===== src/rtl/awg_frame_loader_if.sv =====
// awg_frame_loader_if: bundles the rx-queue pop port, the AWG sample-write bus
// and the frame status strobes of the AWG frame loader.
//   master : the frame loader (pops bytes, drives writes and status)
//   slave  : the environment (rx byte queue, AWG memories, status observer)
interface awg_frame_loader_if #(
  parameter int NBITS = 12
);
  logic [7:0]       in_byte;
  logic             em;
  logic             pp;
  logic [NBITS-1:0] awg_in;
  logic [7:0]       awg_addr;
  logic             awg_sel;
  logic             awg_ld;
  logic             busy;
  logic             done;
  logic             err;

  modport master (
    input  in_byte, em,
    output pp, awg_in, awg_addr, awg_sel, awg_ld, busy, done, err
  );

  modport slave (
    output in_byte, em,
    input  pp, awg_in, awg_addr, awg_sel, awg_ld, busy, done, err
  );
endinterface


===== src/rtl/awg_frame_loader.sv =====
// awg_frame_loader: parses host frames (A5 CTRL START COUNT {HI LO}xN [CHK])
// popped from the rx byte queue and turns each sample into a one-cycle write
// strobe for the AWG waveform memories.
// Optional feature macro: AWG_LOADER_CHECKSUM_EN
//   defined   : a trailing CHK byte is compared with the modulo-256 byte sum;
//               done on match, err on mismatch.
//   undefined : the frame ends after the last LO byte, done follows the last
//               write strobe by one cycle, err comes only from the timeout.
module awg_frame_loader #(
  parameter int NBITS   = 12,
  parameter int TIMEOUT = 100000
) (
  input  logic               clk,
  input  logic               rst,
  awg_frame_loader_if.master bus
);

`ifdef AWG_LOADER_CHECKSUM_EN
  typedef enum logic [2:0] {IDLE, CTRL, START, COUNT, SHI, SLO, CHK} state_t;
`else
  typedef enum logic [2:0] {IDLE, CTRL, START, COUNT, SHI, SLO} state_t;
`endif

  localparam int             TW    = $clog2(TIMEOUT + 1);
  localparam logic [TW-1:0]  TLAST = TW'(TIMEOUT - 1);

  state_t           state_q, state_d;
  logic [7:0]       addr_q, addr_d;
  logic [7:0]       hi_q, hi_d;
  logic [8:0]       remain_q, remain_d;
  logic             sel_q, sel_d;
  logic [TW-1:0]    timer_q, timer_d;
  logic [NBITS-1:0] awg_in_q, awg_in_d;
  logic [7:0]       awg_addr_q, awg_addr_d;
  logic             awg_sel_q, awg_sel_d;
  logic             awg_ld_q, awg_ld_d;
  logic             done_q, done_d;
  logic             err_q, err_d;
`ifdef AWG_LOADER_CHECKSUM_EN
  logic [7:0]       sum_q, sum_d;
`else
  logic             fin_q, fin_d;
`endif

  logic pop;

  // A byte is consumed whenever the queue has one and reset is not asserted.
  assign bus.pp = !bus.em && !rst;
  assign pop    = bus.pp;

  assign bus.awg_in   = awg_in_q;
  assign bus.awg_addr = awg_addr_q;
  assign bus.awg_sel  = awg_sel_q;
  assign bus.awg_ld   = awg_ld_q;
  assign bus.done     = done_q;
  assign bus.err      = err_q;
  assign bus.busy     = (state_q != IDLE);

  // Next-state logic: frame parsing, address/count bookkeeping and timeout abort.
  always_comb begin
    state_d    = state_q;
    addr_d     = addr_q;
    hi_d       = hi_q;
    remain_d   = remain_q;
    sel_d      = sel_q;
    awg_in_d   = awg_in_q;
    awg_addr_d = awg_addr_q;
    awg_sel_d  = awg_sel_q;
    awg_ld_d   = 1'b0;
    done_d     = 1'b0;
    err_d      = 1'b0;
`ifdef AWG_LOADER_CHECKSUM_EN
    sum_d      = sum_q;
`else
    fin_d      = 1'b0;
    done_d     = fin_q;
`endif

    if (state_q == IDLE || pop) begin
      timer_d = '0;
    end else begin
      timer_d = timer_q + TW'(1);
    end

    if (state_q != IDLE && !pop && timer_q == TLAST) begin
      err_d   = 1'b1;
      state_d = IDLE;
      timer_d = '0;
    end else if (pop) begin
      case (state_q)
        IDLE: begin
          if (bus.in_byte == 8'hA5) begin
            state_d = CTRL;
`ifdef AWG_LOADER_CHECKSUM_EN
            sum_d   = 8'h00;
`endif
          end
        end
        CTRL: begin
          sel_d   = bus.in_byte[0];
          state_d = START;
        end
        START: begin
          addr_d  = bus.in_byte;
          state_d = COUNT;
        end
        COUNT: begin
          remain_d = (bus.in_byte == 8'h00) ? 9'd256 : {1'b0, bus.in_byte};
          state_d  = SHI;
        end
        SHI: begin
          hi_d    = bus.in_byte;
          state_d = SLO;
        end
        SLO: begin
          awg_ld_d   = 1'b1;
          awg_addr_d = addr_q;
          awg_in_d   = NBITS'({hi_q, bus.in_byte});
          awg_sel_d  = sel_q;
          addr_d     = addr_q + 8'd1;
          remain_d   = remain_q - 9'd1;
          if (remain_q == 9'd1) begin
`ifdef AWG_LOADER_CHECKSUM_EN
            state_d = CHK;
`else
            state_d = IDLE;
            fin_d   = 1'b1;
`endif
          end else begin
            state_d = SHI;
          end
        end
`ifdef AWG_LOADER_CHECKSUM_EN
        CHK: begin
          if (bus.in_byte == sum_q) begin
            done_d = 1'b1;
          end else begin
            err_d  = 1'b1;
          end
          state_d = IDLE;
        end
`endif
        default: state_d = IDLE;
      endcase
`ifdef AWG_LOADER_CHECKSUM_EN
      if (state_q != IDLE && state_q != CHK) begin
        sum_d = sum_q + bus.in_byte;
      end
`endif
    end
  end

  // State and output registers; synchronous reset abandons any frame silently.
  always_ff @(posedge clk) begin
    if (rst) begin
      state_q    <= IDLE;
      addr_q     <= 8'h00;
      hi_q       <= 8'h00;
      remain_q   <= 9'd0;
      sel_q      <= 1'b0;
      timer_q    <= '0;
      awg_in_q   <= '0;
      awg_addr_q <= 8'h00;
      awg_sel_q  <= 1'b0;
      awg_ld_q   <= 1'b0;
      done_q     <= 1'b0;
      err_q      <= 1'b0;
`ifdef AWG_LOADER_CHECKSUM_EN
      sum_q      <= 8'h00;
`else
      fin_q      <= 1'b0;
`endif
    end else begin
      state_q    <= state_d;
      addr_q     <= addr_d;
      hi_q       <= hi_d;
      remain_q   <= remain_d;
      sel_q      <= sel_d;
      timer_q    <= timer_d;
      awg_in_q   <= awg_in_d;
      awg_addr_q <= awg_addr_d;
      awg_sel_q  <= awg_sel_d;
      awg_ld_q   <= awg_ld_d;
      done_q     <= done_d;
      err_q      <= err_d;
`ifdef AWG_LOADER_CHECKSUM_EN
      sum_q      <= sum_d;
`else
      fin_q      <= fin_d;
`endif
    end
  end

endmodule


===== src/flat_wrapper.sv =====
// flat-port wrapper written by rule: the top's interface ports become plain ports
module awg_frame_loader_flat 
#(
  parameter int NBITS   = 12,
  parameter int TIMEOUT = 100000
)
  (clk, rst, bus_in_byte, bus_em, bus_pp, bus_awg_in, bus_awg_addr, bus_awg_sel, bus_awg_ld, bus_busy, bus_done, bus_err);
  awg_frame_loader_if #(.NBITS(NBITS)) bus_i ();
  input  logic clk;
  input  logic rst;
  input wire logic [$bits(bus_i.in_byte)-1:0] bus_in_byte;
  input wire logic [$bits(bus_i.em)-1:0] bus_em;
  output wire logic [$bits(bus_i.pp)-1:0] bus_pp;
  output wire logic [$bits(bus_i.awg_in)-1:0] bus_awg_in;
  output wire logic [$bits(bus_i.awg_addr)-1:0] bus_awg_addr;
  output wire logic [$bits(bus_i.awg_sel)-1:0] bus_awg_sel;
  output wire logic [$bits(bus_i.awg_ld)-1:0] bus_awg_ld;
  output wire logic [$bits(bus_i.busy)-1:0] bus_busy;
  output wire logic [$bits(bus_i.done)-1:0] bus_done;
  output wire logic [$bits(bus_i.err)-1:0] bus_err;
  assign bus_i.in_byte = bus_in_byte;
  assign bus_i.em = bus_em;
  assign bus_pp = bus_i.pp;
  assign bus_awg_in = bus_i.awg_in;
  assign bus_awg_addr = bus_i.awg_addr;
  assign bus_awg_sel = bus_i.awg_sel;
  assign bus_awg_ld = bus_i.awg_ld;
  assign bus_busy = bus_i.busy;
  assign bus_done = bus_i.done;
  assign bus_err = bus_i.err;
  awg_frame_loader #(.NBITS(NBITS), .TIMEOUT(TIMEOUT)) u_core (.clk(clk), .rst(rst), .bus(bus_i));
endmodule

===== config.mk =====
export PLATFORM = sky130hd
export DESIGN_NAME = awg_frame_loader_flat
export DESIGN_NICKNAME = d
export VERILOG_FILES = /design/src/rtl/awg_frame_loader_if.sv /design/src/rtl/awg_frame_loader.sv /design/src/flat_wrapper.sv
export SDC_FILE = /design/constraint.sdc
export NUM_CORES = 1
export LEC_CHECK = 0
export CAP_MARGIN = 20
export CORE_MARGIN = 3
export CORE_UTILIZATION = 50
export DETAILED_ROUTE_END_ITERATION = 8
export PLACE_DENSITY = 0.75
export SLEW_MARGIN = 20
export SYNTH_ARGS = -nofsm -noshare
export SYNTH_HDL_FRONTEND = slang
export SYNTH_SLANG_ARGS = --single-unit

===== constraint.sdc =====
create_clock -name clk -period 1.57 [get_ports clk]
set_clock_uncertainty 0.2 [all_clocks]
set_input_delay 0.314 -clock clk [delete_from_list [all_inputs] [get_ports clk]]
set_output_delay 0.314 -clock clk [all_outputs]
set_load 0.05 [all_outputs]

==> results of run 1 <==
tightest hold or removal path: stages:
cell	delay, ns
clkdlybuf4s15_1	0.20
buf_4	0.17
nor4_2	0.06
flip-flops by register name (all words and copies together), names as in the netlist:
signal,flops
u_core.bus.done,1
u_core.timer_q,17
u_core.state_q,3
u_core.sel_q,1
u_core.done_d,1
u_core.bus.awg_in,12
u_core.bus.awg_sel,1
u_core.bus.awg_addr,8
u_core.addr_q,8
u_core.hi_q,4
u_core.bus.awg_ld,1
u_core.remain_q,9
u_core.bus.err,1
routing by layer:
layer / vias up / global-route usage / wire length [um]
met3: 98 / 0.07476 / 1209
met5: - / 0 / 0
met4: 0 / 0.1885 / 981
li1: 1560 / - / -
met2: 321 / 0.5113 / 6343
met1: 1753 / 0.3214 / 4740
how the worst max path moves through the flow:
stage                                       to  depth (start not counted)
after global placement      u_core.remain_q[8]                          5
after floorplan               u_core.addr_q[0]                          7
after global routing          u_core.addr_q[7]                          7
after CTS                             bus_busy                          3
final                                 bus_busy                          3
after detailed placement  u_core.bus.awg_in[7]                          7
cell families after synthesis:
group	after synthesis	share of synthesized area
XOR/XNOR	16	0.04468
AND/OR/NAND/NOR	173	0.2824
flip-flops	67	0.4276
AO/OA/AOI/OAI	88	0.1679
adder cells (fa/ha/maj)	4	0.01596
buffers and inverters	33	0.06143
cell usage in the layout (no fill, tap or decap), types with 8 or more instances in the layout:
| cell type | count |
|---|---|
| buf_12 | 32 |
| dfxtp_1 | 52 |
| nand4_1 | 10 |
| dfxtp_2 | 15 |
| nor2_1 | 14 |
| a21oi_1 | 31 |
| a21oi_2 | 8 |
| nand3_1 | 10 |
| buf_4 | 63 |
| inv_1 | 10 |
| nand2_1 | 62 |
| nor2_4 | 14 |
| o21ai_1 | 15 |
| clkbuf_8 | 12 |
power by group through the flow:
stage	logic [uW]	registers (uW)	clock network [uW]
global placement	143	1740	0
finish	191	1700	1580
detailed placement	144	1740	0
floorplan	60.9	1740	0
global route	195	1700	1630
CTS	161	1700	1510
metrics by stage:
stage	worst slack, ns	total power (uW)
6_report	-0.2982	3466
5_1_grt	-0.3269	3525
2_1_floorplan	-0.04619	1799
3_5_place_dp	-0.5184	1882
3_3_place_gp	-0.4612	1881
4_1_cts	-0.2946	3373
final cells by class:
class | count | share of cell area
Timing Repair Buffer | 115 | 0.2600
Tap cell | 75 | 0.01789
Clock inverter | 3 | 0.008826
Sequential cell | 67 | 0.2593
Multi-Input combinational cell | 281 | 0.4084
Inverter | 13 | 0.01407
Clock buffer | 12 | 0.03149
what timing repair did:
| item | in CTS | in global routing |
|---|---|---|
| resized for setup | 78 | 68 |
| pin swaps | 27 | 31 |
| gates cloned | 2 | 2 |
| setup endpoints to repair | 64 | 59 |
| setup buffers | 13 | 8 |
==> parameters.txt, run 1 <==
Parameter                              Value

STA
  Highest Clock Rate ... 535.3 MHz
  Final WS setup ... -0.2982 ns
  RSZ-0062 raised after global routing ... yes
  Post-layout min period ... 1.868 ns
  Max Transition Viols Final ... 0
  Worst slew margin ... 0.7221
  Final period utilization ... 1.190
  Final-report setup violation count ... 45
  Final number of hold-violating endpoints ... 0
  Slew at the pin closest to its max-slew limit ... 0.4130 ns
  Fin Setup TNS ... -8.243 ns
  Worst hold slack ... 0.2230 ns

Logic synthesis
  Main synth FF type ... dfxtp_1
  Avg Inst Size Synth ... 8.233 um^2
  Number of synthesized flops with an enable pin ... 0
  Share of synthesized area occupied by flip-flops and latches ... 0.4276
  Number of flip-flops and latches in the synthesized netlist ... 67
  Synthesized instance count ... 381
  Netlist area before placement ... 3137 um^2
  Count of yosys warnings during synthesis ... 0
  Share of Yosys cell area claimed by the top area cell type ... 0.4276
  Biggest area consumer among synthesized cells ... dfxtp_1
  Number of nets produced by synthesis ... 396
  Commonest cells post-synth ... dfxtp_1, nand2_1, a21oi_1, nor2_1, o21ai_0
  Asr flop ratio synth ... 0
  Cell with the most instances after synthesis ... dfxtp_1
  Number of different library cells in the post-synthesis netlist ... 54
  Biggest area contributors in the synthesized netlist ... dfxtp_1, nand2_1, a21oi_1

Setup path
  Startpoint of the worst register-to-register path ... u_core.state_q[2]
  Crit-path max FO ... 2
  Endpoint of the worst register-to-register path ... u_core.addr_q[7]
  Crit Path Category ... flip-flop to primary output
  Setup slack on the worst flop-to-flop path ... -0.28 ns
  Worst path buffer plus inverter count ... 2
  Setup crit end kind ... primary output
  FF-to-FF path depth ... 7
  Slowest cell delay on critical path ... 0.39 ns
  Startpoint type of the worst setup path ... flip-flop
  Crit-path slowest cell ... or3_4
  Kind of cell adding the most delay to the critical path ... simple AND/OR/NAND/NOR gates
  Launch point of the critical path ... u_core.state_q[2]
  Chain of cells forming the critical path ... buf_6, or3_4, buf_12
  Required time reported for the critical path endpoint ... 1.06 ns
  CP Data Arrival Time ... 1.35 ns

Route
  Overall via count from detail_route ... 3,732
  Total Routed Length ... 13,270 um
  Post-DRT Antenna Nets ... 0
  Detailed Route Iter0 Violations ... 495
  Pre-Repair DR Iteration Count ... 7
  Post-detailed-route wirelength per cell ... 23.45 um
  Post-detailed-route via-to-cell ratio ... 6.594
  DRC ... 0

Floorplanning
  Vertical die dimension ... 85.21 um
  I/O pins ... 37
  Starting density of the core ... 0.5236
  Overall die width ... 85.21 um
  Die footprint ... 7260 um^2
  Placement Rows ... 28
  Core box area ... 5991 um^2

CTS
  Clock-pin slew on the worst setup and hold paths ... 0.08 ns
  CTS tree ... built
  Count of H-tree levels built during CTS ... 3
  Post-CTS Hold Fix Bufs ... 0
  Root Buffer Master ... clkbuf_8
  Clock Sink Count ... 67
  Number of buffers added by the clock tree synthesis step ... 9
  Maximum clock path buffer count ... 2
  Clock insertion delay at the later pin of the skew report ... 0.36 ns

Layout
  Synthesis-to-finish area growth ... 67.21%
  Sequential Area ... 1360 um^2
  Area of the multi-input gates ... 2142 um^2
  Number of inserted filler cells in the final layout ... 227
  Fraction of final layout cells with drive strength greater than 1 ... 0.4481
  Area of all placed cells without fillers ... 5245 um^2
  Non-Filler Instances ... 566
  Antenna cells ... 0
  Final cell utilization of the core ... 0.8755
  NumNets Final ... 502

Global route
  Antenna violations before repair ... 0
  Via count of the first global-routing pass ... 3,475
  Wire length of the first global-routing pass ... 16,910 um
  Grt total ovfl ... 0
  Largest net degree at the start of global routing ... 26
  All-Layer GR Usage ... 0.2963

Power
  Leakage power of the design ... 0.001873 uW
  Combinational fraction of design power ... 0.055
  Worst IR Drop VDD ... 0.0005794 V
  Proportion of power drawn by the clock network ... 0.455
  Sequential group share of total power ... 0.490
  Ratio of total power to cell area ... 660.8 nW/um^2
  Net switching share of the total power ... 0.2383
  Power dissipated by switching net loads ... 826.1 uW
  Internal power consumption ... 2640 uW

Place
  Weighted congestion reported at the end of routability-driven placement ... 0.9459
  IO buf count ... 36
  Placed standard-cell area ... 4214 um^2
  Estimated wirelength of the detail-placed design ... 5942 um
  Inst Count DP ... 528

Status
  Result of the run ... complete, but fails checks
  Violations in the final reports ... negative setup slack

Min path
  Critical hold path startpoint ... rst
  Worst hold path endpoint ... u_core.bus.err
  Hold Path Class ... input pin to flip-flop
  Worst Hold Path Cells ... 3

Job
  Number of violations of the max-capacitance limit ... 0
No activity file was read; power rests on OpenSTA's default activity.
==> run 2, diff against run 1 <==
--- a/config.mk
+++ b/config.mk
@@ -7,9 +7,9 @@
 export LEC_CHECK = 0
 export CAP_MARGIN = 20
 export CORE_MARGIN = 3
-export CORE_UTILIZATION = 50
+export CORE_UTILIZATION = 55
 export DETAILED_ROUTE_END_ITERATION = 8
-export PLACE_DENSITY = 0.75
+export PLACE_DENSITY = 0.79
 export SLEW_MARGIN = 20
 export SYNTH_ARGS = -nofsm -noshare
 export SYNTH_HDL_FRONTEND = slang
==> constraint.sdc (replaced) <==
create_clock -name clk -period 2 [get_ports clk]
set_clock_uncertainty 0.2 [all_clocks]
set_input_delay 0.4 -clock clk [delete_from_list [all_inputs] [get_ports clk]]
set_output_delay 0.4 -clock clk [all_outputs]
set_load 0.05 [all_outputs]
==> run 2 against run 1 <==
Against the previous run:
- the run now ends clean
- flip-flop and latch count did not move
- final cell count is 9.5% lower
- register-to-register slack improved by 0.34 ns
- routed wire length is 42% lower
- clock power decreased by 30%
- highest routed layer unchanged
==> parameters.txt, run 2 (synthesis results as in run 1) <==
Parameter                              Value

Min path
  Hold Path Class ... flip-flop to flip-flop

Route
  Total Routed Length ... 7741 um (-42%)
  Post-DRT Antenna Nets ... 0 (unchanged)
  Post-detailed-route wirelength per cell ... 15.12 um (-36%)
  DRC ... 0 (unchanged)
  Post-detailed-route via-to-cell ratio ... 5.748 (-13%)
  Overall via count from detail_route ... 2,943 (-21%)
  Pre-Repair DR Iteration Count ... 5 (-2)
  Detailed Route Iter0 Violations ... 196 (-60%)

Setup path
  Setup crit end kind ... primary output
  Crit-path max FO ... 7 (+5)
  Required time reported for the critical path endpoint ... 1.40 ns (+0.34 ns)
  Crit Path Category ... flip-flop to primary output
  Startpoint type of the worst setup path ... flip-flop
  CP Data Arrival Time ... 1.35 ns (about the same)

Layout
  Register with the most flip-flops ... u_core.timer_q
  NumNets Final ... 452 (-10%)
  Non-Filler Instances ... 512 (-9.5%)
  Commonest cells after routing, fill and taps aside ... dfxtp_1, nand2_1, buf_4, a21oi_1, nor2_1
  Synthesis-to-finish area growth ... 23.73%
  Fraction of final layout cells with drive strength greater than 1 ... 0.1923 (-0.2558)
  Most common cell after layout, fill and taps aside ... dfxtp_1
  Antenna cells ... 0 (unchanged)
  Number of flip-flops in the largest register ... 17 (unchanged)

Floorplanning
  Core box area ... 5303 um^2 (-11%)
  Die footprint ... 6646 um^2 (-8.5%)
  Vertical die dimension ... 81.52 um (-4.3%)
  I/O pins ... 37 (unchanged)
  Overall die width ... 81.52 um (-4.3%)
  Starting density of the core ... 0.5916 (+0.06795)
  Placement Rows ... 26 (-7.1%)

STA
  Post-layout min period ... 1.945 ns
  Worst hold slack ... 0.2393 ns (+0.01630 ns)
  Highest Clock Rate ... 514.0 MHz
  Slew at the pin closest to its max-slew limit ... 0.4614 ns (+0.04838 ns)
  Final period utilization ... 0.9727
  Final-report setup violation count ... 0 (-100%)
  Worst slew margin ... 0.6900 (-0.03208)
  RSZ-0062 raised after global routing ... yes
  Max Transition Viols Final ... 0 (unchanged)
  Fin Setup TNS ... 0 ns (+8.243 ns)
  Final number of hold-violating endpoints ... 0 (unchanged)

Global route
  Grt total ovfl ... 0 (unchanged)
  Wire length of the first global-routing pass ... 12,590 um (-26%)
  All-Layer GR Usage ... 0.2476 (-0.04878)
  Antenna violations before repair ... 0 (unchanged)
  Largest net degree at the start of global routing ... 30 (+15%)
  Via count of the first global-routing pass ... 2,709 (-22%)

CTS
  Post-CTS Hold Fix Bufs ... 0 (unchanged)
  Maximum clock path buffer count ... 2 (unchanged)
  CTS tree ... built
  Root Buffer Master ... clkbuf_8
  Clock Sink Count ... 67 (unchanged)
  Clock-pin slew on the worst setup and hold paths ... 0.07 ns (about the same)
  Clock insertion delay at the later pin of the skew report ... 0.35 ns (about the same)
  Number of buffers added by the clock tree synthesis step ... 9 (unchanged)
  Count of H-tree levels built during CTS ... 3 (unchanged)

Place
  IO buf count ... 36 (unchanged)
  Weighted congestion reported at the end of routability-driven placement ... 0.8830 (-6.6%)
  Inst Count DP ... 495 (-6.3%)
  Estimated wirelength of the detail-placed design ... 5515 um (-7.2%)

Status
  Result of the run ... finished, final reports clean

Power
  Leakage power of the design ... 0.001408 uW (-25%)
  Worst IR Drop VDD ... 0.0004567 V (-21%)
  Ratio of total power to cell area ... 660.5 nW/um^2 (about the same)

Job
  Number of violations of the max-capacitance limit ... 0 (unchanged)
[run 2: cell count changes in the layout (fill, tap and decap cells not counted), sizes merged]
cell           previous run  this run
clkinv                    3         5
clkbuf                   15        11
buf                     102        55
dlygate4sd2               3         1
clkdlybuf4s50             6         8
clkdlybuf4s15             1         0
dlymetal6s2s              0         1
[run 2: path summary, 6_finish.rpt]
check                                  startpoint            endpoint  slack (ns)  cells past startpoint
worst max-delay path            u_core.state_q[0]            bus_busy        0.05                      2
worst min-delay path                u_core.done_d     u_core.bus.done        0.24                      1
worst max register to register  u_core.timer_q[1]  u_core.timer_q[16]        0.06                      5
worst min register to register      u_core.done_d     u_core.bus.done        0.24                      1
[run 2: metal layers]
metal,vias up,share of wire,wire length [um],global-route usage
met5,-,0,0,0
met4,0,0.027,208,0.1030
met3,23,0.055,424,0.07018
met2,80,0.47,3638,0.3844
met1,1382,0.45,3470,0.3220
li1,1458,-,-,-
[run 2: metrics by stage]
| step | util | area, um^2 | power, uW | setup slack (ns) |
|---|---|---|---|---|
| floorplan | - | 3137 | 1411 | 0.2088 |
| global placement | 0.6883 | 3650 | 1474 | -0.1147 |
| detailed placement | 0.6883 | 3650 | 1474 | -0.1336 |
| CTS | 0.7310 | 3876 | 2574 | 0.007863 |
| global route | 0.7319 | 3881 | 2649 | -0.04903 |
| finish | 0.7319 | 3881 | 2563 | 0.05454 |
[run 2: where the power goes]
group	internal, uW	switching (uW)
combinational	54.1	62.6
sequential	1330	0.147
clock	603	511
[run 2: layout make-up]
| class | instances | area, um^2 |
|---|---|---|
| fill | 409 | 1421 |
| clock inverter | 5 | 52.55 |
| tap | 70 | 87.58 |
| timing repair buffer | 65 | 576.8 |
| sequential | 67 | 1346 |
| inverter | 13 | 62.56 |
| multi-input combinational | 281 | 1614 |
| clock buffer | 11 | 141.4 |
[run 2: what timing repair did]
item / in CTS / in global routing
buffers inserted: 2 / 0
gates resized for setup: 6 / 4
pin swaps: 1 / 2
endpoints found under the setup margin: 2 / 12
[run 2: worst max-delay path, stage by stage (launching register included)]
cell	delay, ns
dfxtp_1	0.39
or3_4	0.45
buf_12	0.16
==> run 3, diff against run 2 <==
--- a/config.mk
+++ b/config.mk
@@ -5,11 +5,13 @@
 export SDC_FILE = /design/constraint.sdc
 export NUM_CORES = 1
 export LEC_CHECK = 0
+export ABC_CLOCK_PERIOD_IN_PS = 2000
 export CAP_MARGIN = 20
 export CORE_MARGIN = 3
 export CORE_UTILIZATION = 55
 export DETAILED_ROUTE_END_ITERATION = 8
-export PLACE_DENSITY = 0.79
+export PLACE_DENSITY = 0.91
+export REMOVE_ABC_BUFFERS = 1
 export SLEW_MARGIN = 20
 export SYNTH_ARGS = -nofsm -noshare
 export SYNTH_HDL_FRONTEND = slang
==> run 3 against run 2 <==
Against the previous run:
- count of clock-buffer cells in the layout grew 1
- combinational power shrank 9%
- first-iteration DRC count grew 84%
- hold slack gained 0.013 ns
- power grew 6.4%
- fmax grew 1.2%
- core utilization grew 0.19 points
- cell area grew 0.26%
- die area is the same
- final cell count shrank 0.59%
- critical endpoint unchanged
- highest routed layer unchanged
==> parameters.txt, run 3 (synthesis results as in run 1) <==
Parameter                              Value

Status
  Result of the run ... finished, final reports clean

Route
  DRC ... 0 (unchanged)
  Detailed Route Iter0 Violations ... 360 (+84%)
  Overall via count from detail_route ... 3,092 (+5.1%)
  Pre-Repair DR Iteration Count ... 5 (unchanged)
  Post-detailed-route via-to-cell ratio ... 6.075 (+5.7%)
  Post-DRT Antenna Nets ... 0 (unchanged)
  Total Routed Length ... 8448 um (+9.1%)
  Post-detailed-route wirelength per cell ... 16.60 um (+9.8%)

Setup path
  Worst path buffer plus inverter count ... 1 (unchanged)
  Crit-path slowest cell ... or3_4
  Slowest cell delay on critical path ... 0.43 ns (-0.02 ns)
  Setup crit end kind ... primary output
  Startpoint of the worst register-to-register path ... u_core.remain_q[0]
  Crit-path max FO ... 11 (+4)
  Required time reported for the critical path endpoint ... 1.40 ns (about the same)
  Kind of cell adding the most delay to the critical path ... simple AND/OR/NAND/NOR gates
  Startpoint type of the worst setup path ... flip-flop
  FF-to-FF path depth ... 6 (+1)
  Setup slack on the worst flop-to-flop path ... 0.13 ns (+0.07 ns)
  CP Data Arrival Time ... 1.32 ns (-0.03 ns)
  Endpoint of the worst register-to-register path ... u_core.remain_q[8]
  Crit Path Category ... flip-flop to primary output
  Chain of cells forming the critical path ... or3_4, buf_12

CTS
  Clock Sink Count ... 67 (unchanged)
  Clock insertion delay at the later pin of the skew report ... 0.35 ns (about the same)
  Clock-pin slew on the worst setup and hold paths ... 0.08 ns (about the same)
  Total setup buffers inserted after CTS ... 0 (-2)
  Count of H-tree levels built during CTS ... 3 (unchanged)
  Root Buffer Master ... clkbuf_8
  Post-CTS Hold Fix Bufs ... 0 (unchanged)
  CTS tree ... built
  Number of buffers added by the clock tree synthesis step ... 9 (unchanged)
  Maximum clock path buffer count ... 2 (unchanged)

STA
  Post-layout min period ... 1.923 ns (-0.02270 ns)
  Max Transition Viols Final ... 0 (unchanged)
  Worst slew margin ... 0.6793 (-0.01075)
  Highest Clock Rate ... 520.1 MHz (+1.2%)
  Slew at the pin closest to its max-slew limit ... 0.4744 ns (+0.01300 ns)
  Final WS setup ... 0.07724 ns (+0.02270 ns)
  Final period utilization ... 0.9614 (-0.01135)
  Worst hold slack ... 0.2527 ns (+0.01337 ns)
  RSZ-0062 raised after global routing ... no
  Final-report setup violation count ... 0 (unchanged)
  Final number of hold-violating endpoints ... 0 (unchanged)

Global route
  Via count of the first global-routing pass ... 2,892 (+6.8%)
  Top Usage Layer GRT ... met2
  Wire length of the first global-routing pass ... 13,970 um (+11%)
  Global routing usage on met1 ... 0.3568 (+0.03484)
  All-Layer GR Usage ... 0.2781 (+0.03053)
  Met3 Use GR ... 0.07675 (+0.006579)
  Antenna violations before repair ... 0 (unchanged)
  Met2 Track Usage GR ... 0.4300 (+0.04560)
  Largest net degree at the start of global routing ... 37 (+23%)
  Grt total ovfl ... 0 (unchanged)

Layout
  NumNets Final ... 449 (-0.66%)
  Antenna cells ... 0 (unchanged)
  Synthesis-to-finish area growth ... 24.05%
  Most common cell after layout, fill and taps aside ... dfxtp_1
  Non-Filler Instances ... 509 (-0.59%)
  Commonest cells after routing, fill and taps aside ... dfxtp_1, nand2_1, buf_4, a21oi_1, nor2_1
  Fraction of final layout cells with drive strength greater than 1 ... 0.1868 (-0.005520)
  Register with the most flip-flops ... u_core.timer_q
  Number of flip-flops in the largest register ... 17 (unchanged)

Place
  Estimated wirelength of the detail-placed design ... 5597 um (+1.5%)
  IO buf count ... 36 (unchanged)
  Weighted congestion reported at the end of routability-driven placement ... 0.9324 (+5.6%)
  Inst Count DP ... 493 (-0.40%)
  Post-Place Worst Slack ... -0.2847 ns (-0.1511 ns)

Floorplanning
  I/O pins ... 37 (unchanged)
  Die footprint ... 6646 um^2 (unchanged)
  Vertical die dimension ... 81.52 um (unchanged)
  Placement Rows ... 26 (unchanged)
  Overall die width ... 81.52 um (unchanged)
  Core box area ... 5303 um^2 (unchanged)
  Starting density of the core ... 0.5916 (unchanged)

Min path
  Hold Path Class ... flip-flop to flip-flop
  Worst Hold Path Cells ... 1 (unchanged)
  Critical hold path startpoint ... u_core.done_d
  Worst hold path endpoint ... u_core.bus.done

Power
  Leakage power of the design ... 0.001408 uW (about the same)
  Worst IR Drop VDD ... 0.0003792 V (-17%)
  Ratio of total power to cell area ... 700.7 nW/um^2 (+6.1%)

Job
  Number of violations of the max-capacitance limit ... 0 (unchanged)
## run 3: how the worst max path moves through the flow
stage / start / endpoint / slack, ns / cells past startpoint
2_1_floorplan: u_core.state_q[0] / u_core.addr_q[2] / -0.07 / 4
3_3_place_gp: bus_em / u_core.bus.awg_in[0] / -0.19 / 8
3_5_place_dp: bus_em / u_core.bus.awg_in[0] / -0.28 / 8
4_1_cts: u_core.state_q[0] / bus_busy / 0.01 / 2
5_1_grt: u_core.state_q[1] / bus_busy / 0.02 / 2
6_report: u_core.state_q[0] / bus_busy / 0.08 / 2
## run 3: per-stage QoR
| stage | utilization | area (um^2) | total power [uW] | TNS (ns) |
|---|---|---|---|---|
| CTS | 0.7331 | 3887 | 2733 | 0 |
| global placement | 0.6878 | 3647 | 1463 | -7.735 |
| finish | 0.7338 | 3891 | 2727 | 0 |
| detailed placement | 0.6878 | 3647 | 1464 | -10.04 |
| floorplan | - | 3007 | 1395 | -0.4269 |
| global route | 0.7338 | 3891 | 2806 | 0 |
## run 3: final cells by class
class                   instances  area, um^2
clock inverters                 4       72.57
clock buffers                  12       155.1
multi-input cells             281        1613
well taps                      70       87.58
fillers                       361        1411
flip-flops and latches         67        1343
inverters                      13       62.56
repair buffers                 62       558.0
## run 3: layer usage
| metal | share of wire | routed length [um] |
|---|---|---|
| met5 | 0 | 0 |
| met4 | 0.031 | 261 |
| met3 | 0.074 | 623 |
| met2 | 0.47 | 3996 |
| met1 | 0.42 | 3567 |
## run 3: power breakdown
| group | switching (uW) | total [uW] | internal [uW] | leakage, uW |
|---|---|---|---|---|
| logic | 63.0 | 106 | 43.2 | 0.000755 |
| clock network | 518 | 1290 | 769 | 0.000113 |
| registers | 0.162 | 1330 | 1330 | 0.000540 |
## run 3: worst reg2reg max path, delay by kind of cell (launching register included)
family / cells / cell delay (ns)
and+or+nand+nor: 2 / 0.64
DFF: 1 / 0.36
AOI/OAI and AO/OA: 2 / 0.30
adders and majority gates: 1 / 0.20
buffers and inverters: 1 / 0.08
## run 3: timing repair
item                       CTS  global route
resized for setup            6             2
pin swaps                    1             0
gates cloned                 0             0
setup endpoints to repair    2             2
